**src/rtl/lsu_stage_if.sv**
```systemverilog
// lsu_stage_if: data-memory request/response bus between the LSU and data memory.
// Latency: none, wires only.
// Backpressure: the memory withholds dmem_gnt_i / dmem_rvalid_i to stall the LSU.
// Ports: master = LSU side (drives req/we/addr/wdata/be, receives gnt/rvalid/rdata);
//   slave = memory side (mirror image).
interface lsu_stage_if #(
    parameter int ADDR_W = 32
);
    logic              dmem_req_o;
    logic              dmem_we_o;
    logic [ADDR_W-1:0] dmem_addr_o;
    logic [31:0]       dmem_wdata_o;
    logic [3:0]        dmem_be_o;
    logic              dmem_gnt_i;
    logic              dmem_rvalid_i;
    logic [31:0]       dmem_rdata_i;

    modport master (
        output dmem_req_o, dmem_we_o, dmem_addr_o, dmem_wdata_o, dmem_be_o,
        input  dmem_gnt_i, dmem_rvalid_i, dmem_rdata_i
    );

    modport slave (
        input  dmem_req_o, dmem_we_o, dmem_addr_o, dmem_wdata_o, dmem_be_o,
        output dmem_gnt_i, dmem_rvalid_i, dmem_rdata_i
    );
endinterface

```
**src/rtl/lsu_stage.sv**
```systemverilog
// lsu_stage: MEM-stage load/store unit driving a req/gnt/rvalid data-memory bus.
// Latency: store stalls 2 cycles, load 3 cycles minimum (gnt and rvalid immediate).
// Backpressure: stall_o freezes upstream while the bus withholds gnt or rvalid.
// Ports: clk, rst (synchronous, active-high); pipeline inputs valid_i, mem_read_i,
//   mem_write_i, funct3_i, alu_out_i, wdata_i; outputs alu_out_o, mem_rdata_o,
//   stall_o, misalign_o; dmem (lsu_stage_if.master) data-memory bus.
// Option: define LSU_MISALIGN_TRAP_EN to trap misaligned accesses instead of issuing them.
module lsu_stage #(
    parameter int ADDR_W = 32
) (
    input  logic        clk,
    input  logic        rst,
    input  logic        valid_i,
    input  logic        mem_read_i,
    input  logic        mem_write_i,
    input  logic [2:0]  funct3_i,
    input  logic [31:0] alu_out_i,
    input  logic [31:0] wdata_i,
    output logic [31:0] alu_out_o,
    output logic [31:0] mem_rdata_o,
    output logic        stall_o,
    output logic        misalign_o,
    lsu_stage_if.master dmem
);
    typedef enum logic [1:0] {S_IDLE, S_REQ, S_WAIT, S_DONE} state_t;

    state_t            state_q, state_d;
    logic              access, is_store;
    logic [3:0]        be_d;
    logic [31:0]       wdata_d;
    logic [ADDR_W-1:0] addr_q;
    logic              we_q;
    logic [3:0]        be_q;
    logic [31:0]       wdata_q;
    logic [2:0]        funct3_q;
    logic [31:0]       rdata_q;
    logic [7:0]        byte_sel;
    logic [15:0]       half_sel;
    logic [31:0]       load_data;

    // A read and a write flagged together is treated as a load.
    assign access   = valid_i & (mem_read_i | mem_write_i);
    assign is_store = mem_write_i & ~mem_read_i;

    assign alu_out_o   = alu_out_i;
    assign mem_rdata_o = rdata_q;

`ifdef LSU_MISALIGN_TRAP_EN
    logic misaligned, mis_q;

    always_comb begin
        misaligned = 1'b0;
        if (funct3_i[1:0] == 2'b01)
            misaligned = alu_out_i[0];
        else if (funct3_i == 3'b010)
            misaligned = (alu_out_i[1:0] != 2'b00);
    end

    // Only flagged during the DONE cycle of a trapped access.
    assign misalign_o = (state_q == S_DONE) & mis_q;
`else
    assign misalign_o = 1'b0;
`endif

    // Store lane steering; loads always fetch the full word.
    always_comb begin
        be_d    = 4'b1111;
        wdata_d = wdata_i;
        if (is_store) begin
            case (funct3_i)
                3'b000: begin
                    be_d    = 4'b0001 << alu_out_i[1:0];
                    wdata_d = {4{wdata_i[7:0]}};
                end
                3'b001: begin
                    be_d    = alu_out_i[1] ? 4'b1100 : 4'b0011;
                    wdata_d = {2{wdata_i[15:0]}};
                end
                default: ;
            endcase
        end
    end

    // Load extraction from the latched byte offset and size.
    always_comb begin
        case (addr_q[1:0])
            2'd0:    byte_sel = dmem.dmem_rdata_i[7:0];
            2'd1:    byte_sel = dmem.dmem_rdata_i[15:8];
            2'd2:    byte_sel = dmem.dmem_rdata_i[23:16];
            default: byte_sel = dmem.dmem_rdata_i[31:24];
        endcase
        half_sel = addr_q[1] ? dmem.dmem_rdata_i[31:16] : dmem.dmem_rdata_i[15:0];
        case (funct3_q)
            3'b000:  load_data = {{24{byte_sel[7]}}, byte_sel};
            3'b100:  load_data = {24'b0, byte_sel};
            3'b001:  load_data = {{16{half_sel[15]}}, half_sel};
            3'b101:  load_data = {16'b0, half_sel};
            default: load_data = dmem.dmem_rdata_i;
        endcase
    end

    always_comb begin
        state_d = state_q;
        stall_o = 1'b0;
        unique case (state_q)
            S_IDLE: begin
                if (access) begin
                    stall_o = 1'b1;
`ifdef LSU_MISALIGN_TRAP_EN
                    state_d = misaligned ? S_DONE : S_REQ;
`else
                    state_d = S_REQ;
`endif
                end
            end
            S_REQ: begin
                stall_o = 1'b1;
                if (dmem.dmem_gnt_i)
                    state_d = we_q ? S_DONE : S_WAIT;
            end
            S_WAIT: begin
                stall_o = 1'b1;
                if (dmem.dmem_rvalid_i)
                    state_d = S_DONE;
            end
            S_DONE: state_d = S_IDLE;
        endcase
    end

    always_ff @(posedge clk) begin
        if (rst) begin
            state_q  <= S_IDLE;
            addr_q   <= '0;
            we_q     <= 1'b0;
            be_q     <= 4'b0;
            wdata_q  <= 32'b0;
            funct3_q <= 3'b0;
            rdata_q  <= 32'b0;
`ifdef LSU_MISALIGN_TRAP_EN
            mis_q    <= 1'b0;
`endif
        end else begin
            state_q <= state_d;
            if (state_q == S_IDLE && access) begin
                addr_q   <= alu_out_i[ADDR_W-1:0];
                we_q     <= is_store;
                be_q     <= be_d;
                wdata_q  <= wdata_d;
                funct3_q <= funct3_i;
`ifdef LSU_MISALIGN_TRAP_EN
                mis_q    <= misaligned;
`endif
            end
            if (state_q == S_WAIT && dmem.dmem_rvalid_i)
                rdata_q <= load_data;
        end
    end

    // Bus fields come from registers so they stay stable for the whole REQ phase.
    assign dmem.dmem_req_o   = (state_q == S_REQ);
    assign dmem.dmem_we_o    = we_q;
    assign dmem.dmem_addr_o  = {addr_q[ADDR_W-1:2], 2'b00};
    assign dmem.dmem_wdata_o = wdata_q;
    assign dmem.dmem_be_o    = be_q;
endmodule

```
**src/flat_wrapper.sv**
```systemverilog
// flat-port wrapper written by rule: the top's interface ports become plain ports
module lsu_stage_flat 
#(
    parameter int ADDR_W = 32
)
  (clk, rst, valid_i, mem_read_i, mem_write_i, funct3_i, alu_out_i, wdata_i, alu_out_o, mem_rdata_o, stall_o, misalign_o, dmem_dmem_req_o, dmem_dmem_we_o, dmem_dmem_addr_o, dmem_dmem_wdata_o, dmem_dmem_be_o, dmem_dmem_gnt_i, dmem_dmem_rvalid_i, dmem_dmem_rdata_i);
  lsu_stage_if #(.ADDR_W(ADDR_W)) dmem_i ();
  input  logic clk;
  input  logic rst;
  input  logic valid_i;
  input  logic mem_read_i;
  input  logic mem_write_i;
  input  logic [2:0] funct3_i;
  input  logic [31:0] alu_out_i;
  input  logic [31:0] wdata_i;
  output logic [31:0] alu_out_o;
  output logic [31:0] mem_rdata_o;
  output logic stall_o;
  output logic misalign_o;
  output wire logic [$bits(dmem_i.dmem_req_o)-1:0] dmem_dmem_req_o;
  output wire logic [$bits(dmem_i.dmem_we_o)-1:0] dmem_dmem_we_o;
  output wire logic [$bits(dmem_i.dmem_addr_o)-1:0] dmem_dmem_addr_o;
  output wire logic [$bits(dmem_i.dmem_wdata_o)-1:0] dmem_dmem_wdata_o;
  output wire logic [$bits(dmem_i.dmem_be_o)-1:0] dmem_dmem_be_o;
  input wire logic [$bits(dmem_i.dmem_gnt_i)-1:0] dmem_dmem_gnt_i;
  input wire logic [$bits(dmem_i.dmem_rvalid_i)-1:0] dmem_dmem_rvalid_i;
  input wire logic [$bits(dmem_i.dmem_rdata_i)-1:0] dmem_dmem_rdata_i;
  assign dmem_dmem_req_o = dmem_i.dmem_req_o;
  assign dmem_dmem_we_o = dmem_i.dmem_we_o;
  assign dmem_dmem_addr_o = dmem_i.dmem_addr_o;
  assign dmem_dmem_wdata_o = dmem_i.dmem_wdata_o;
  assign dmem_dmem_be_o = dmem_i.dmem_be_o;
  assign dmem_i.dmem_gnt_i = dmem_dmem_gnt_i;
  assign dmem_i.dmem_rvalid_i = dmem_dmem_rvalid_i;
  assign dmem_i.dmem_rdata_i = dmem_dmem_rdata_i;
  lsu_stage #(.ADDR_W(ADDR_W)) u_core (.clk(clk), .rst(rst), .valid_i(valid_i), .mem_read_i(mem_read_i), .mem_write_i(mem_write_i), .funct3_i(funct3_i), .alu_out_i(alu_out_i), .wdata_i(wdata_i), .alu_out_o(alu_out_o), .mem_rdata_o(mem_rdata_o), .stall_o(stall_o), .misalign_o(misalign_o), .dmem(dmem_i));
endmodule
```
**config.mk**
```make
export PLATFORM = sky130hd
export DESIGN_NAME = lsu_stage_flat
export DESIGN_NICKNAME = d
export VERILOG_FILES = /design/src/rtl/lsu_stage_if.sv /design/src/rtl/lsu_stage.sv /design/src/flat_wrapper.sv
export SDC_FILE = /design/constraint.sdc
export NUM_CORES = 1
export LEC_CHECK = 0
export CAP_MARGIN = 15
export CORE_MARGIN = 8
export CORE_UTILIZATION = 39
export DETAILED_ROUTE_END_ITERATION = 16
export PLACE_DENSITY_LB_ADDON = 0.1
export SLEW_MARGIN = 25
export SYNTH_ARGS = -nofsm -noshare
export SYNTH_HDL_FRONTEND = slang
export SYNTH_SLANG_ARGS = --single-unit
```
**constraint.sdc**
```tcl
create_clock -name clk -period 2.19 [get_ports clk]
set_clock_uncertainty 0.2 [all_clocks]
set_input_delay 0.657 -clock clk [delete_from_list [all_inputs] [get_ports clk]]
set_output_delay 0.657 -clock clk [all_outputs]
set_load 0.005 [all_outputs]
```
==> results.md <==
* Run status: finished clean
* Sequential fraction of the synthesis area at 41.7%
* Starting density of the core at 40.2%
* Worst EP arrival at 1.28 ns
* CP Capture Type: output port
* Synth warn at 0
* Hold crit path type: reg2reg
* DIE HEIGHT at 130 microns
* R2R setup slack at 0.20 ns
* RSZ-0062 raised after global routing: yes
* Largest net degree at the start of global routing at 84
* Worst path cell trace: clkdlybuf4s50_1, buf_2
* Ranking of synthesized cells by area: dfxtp_1 (42%), buf_4 (10%), nand2_1 (8.3%), a21oi_1 (8.3%), a211oi_1 (4.9%)
* Worst-Skew Late Latency at 0.34 ns
* Commonest non-fill, non-tap cell in the layout: clkdlybuf4s50_1
* Vias per cell at 5.03
* DR WL/cell at 17.0 microns
* Pre-CTS setup slack at -0.650 ns
* Cell area after synthesis at 5090 sq um
* DRT antenna net count at 0
* PwrDens at 896 nW/um^2
* Fin crit period at 2.13 ns
* First-pass GRT wire length at 26100 microns
* Total number of vias at 5008
* Top achievable clock speed at 0.469 GHz
* Max-slew headroom at 45.6%
* CTS Buf Count at 9
* Worst hold stages at 2
* CP Launch Type: input port
* IO Port Bufs at 238
* 1st-iter DRT viols at 228
* RD Place Congestion at 0.807
* Sink Count at 106
* Die X at 130 microns
* Net count, final at 929
* Netlist cell types at 39
* Final WS setup at 0.0562 ns
* Routed wire length at 16900 microns
* Fillers at 1150
* CP Buf/Inv Count at 2
* Root Driver: clkbuf_16
* Max clock buf depth at 2
* Top-Level Pins at 242
* Post-synth top area share at 41.7%
* FP Rows at 41
* MaxCap Viol Count at 0
* Delay-heaviest family, CP: buffers and inverters
* Multi-input combinational cell area at 2280 sq um
* Commonest cells after routing, fill and taps aside: clkdlybuf4s50_1 (195), nand2_1 (113), dfxtp_1 (104), a21oi_1 (84), buf_4 (51)
* Synthesized area per cell at 8.15 sq um
* Worst Path Max Fanout at 2
* Syn Inst Count at 625
* Seq. cell area at 2120 sq um
* Slowest-stage cell, CP: clkdlybuf4s50_1
* H-tree Lvls at 3
* Flip-flop and latch count after synthesis at 106
* Final Cycle Share at 97.4%
* Crit. path cell count at 2
* Largest stage delay, worst path at 0.49 ns
* Crit Path Class: in2out
* Peak supply drop at 0.000620 V
* # setup viols final at 0
* Total power at 6.85 mW
* Max-slew violation count at 0
* Core area at 12700 sq um
* Remaining global-route overflow at 0
* Area growth, synth to finish at 50.0%
* Post-synth top area cell: dfxtp_1
* Leakage at 2.83 nW
* CTS tree: yes
* Worst-Margin Slew at 0.816 ns
* Hold_buf cts at 0
* First-pass iteration count of the detailed router at 4
* Antenna diodes at 0
* Data required time of the critical path at 1.33 ns
* Clk slew on worst S/H paths at 0.07 ns
* Final Hold Fails at 0
* GR Util All Layers at 19.4%
* DP HPWL at 13000 microns
* Share of cells above drive strength 1 at 14.6%
* Die footprint at 17000 sq um
* DRC Markers at 0
* Worst R2R Path Depth at 7
* Vias in the first global route at 5176
* Antenna violations before repair at 1
## flip-flops by register name, summed over array words and instances, names as in the netlist
| name | cells |
|---|---|
| u_core.addr_q | 32 |
| u_core.dmem.dmem_be_o | 4 |
| u_core.dmem.dmem_wdata_o | 32 |
| u_core.dmem.dmem_we_o | 1 |
| u_core.funct3_q | 3 |
| u_core.mem_rdata_o | 32 |
| u_core.state_q | 2 |
## kinds of logic (layout without fill, tap and decap cells)
group                    after synthesis  in the layout  share of synthesized area, %
flip-flops                           106            106                          41.7
AND/OR/NAND/NOR                      200            200                          17.3
multiplexers                          22             22                          4.37
adder cells (fa/ha/maj)                5              5                          1.23
other                                  1              3                        0.0736
AO/OA/AOI/OAI                        172            172                          20.8
buffers and inverters                119            315                          14.6
## per-stage QoR
| step | setup TNS (ns) | cells | area (sq um) | hold WS, ns | utilization [%] |
|---|---|---|---|---|---|
| after global routing | -0.00763 | 995 | 7640 | 0.271 | 60.3 |
| after floorplan | 0 | 627 | 5100 | 0.237 | - |
| after global placement | -40.03 | 978 | 7470 | 0.237 | 59.0 |
| after detailed placement | -42.57 | 978 | 7470 | 0.246 | 59.0 |
| after CTS | -0.00515 | 994 | 7630 | 0.256 | 60.2 |
| final | 0 | 995 | 7640 | 0.252 | 60.3 |
## per-layer routing
metal,part of all wire (%),vias to the layer above,track usage (%)
met3,11,20,9.96
met1,37,2344,19.6
met5,0.047,-,0
met4,1.5,2,5.26
li1,-,2476,-
met2,50,166,34.5
## worst paths after layout
path	from	to
max reg2reg	u_core.state_q[1]	u_core.dmem.dmem_be_o[2]
min	u_core.dmem.dmem_wdata_o[28]	u_core.dmem.dmem_wdata_o[28]
min reg2reg	u_core.dmem.dmem_wdata_o[28]	u_core.dmem.dmem_wdata_o[28]
max	alu_out_i[1]	alu_out_o[1]
## power breakdown
| group | total, mW | switching, mW | internal (mW) | leakage, nW |
|---|---|---|---|---|
| sequential | 2.52 | 0.209 | 2.31 | 0.866 |
| combinational | 2.69 | 1.25 | 1.44 | 1.82 |
| clock | 1.64 | 0.692 | 0.950 | 0.147 |
| total | 6.85 | 2.15 | 4.70 | 2.83 |
## layout make-up
cell class	instances	share of cell area (%)
timing repair buffer	293	35.3
multi-input combinational	402	29.8
sequential	106	27.8
clock buffer	14	3.46
tap	172	2.82
clock inverter	2	0.459
inverter	6	0.295
## synth_stat cells (all sizes together)
master     n
a2111oi    1
a211oi    33
a21oi     85
a221o      5
a221oi     1
a222oi     1
a311oi     1
and2       6
and3       2
buf       87
clkbuf    26
conb       1
dfxtp    106
ha         5
inv        6
mux2       2
mux2i     20
nand2    113
nand2b     3
nand3b     8
nor2      41
nor2b      7
nor3      11
nor3b      1
nor4       5
nor4b      1
o211a      1
o211ai    22
o21ai     20
o22ai      2
or3        2
## repair_timing
| action | CTS | global route |
|---|---|---|
| buffers inserted | 0 | 1 |
| pin swaps | 2 | 4 |
| setup endpoints to repair | 82 | 8 |
| gates resized for setup | 144 | 8 |
Power figures use the tool's default switching activity.
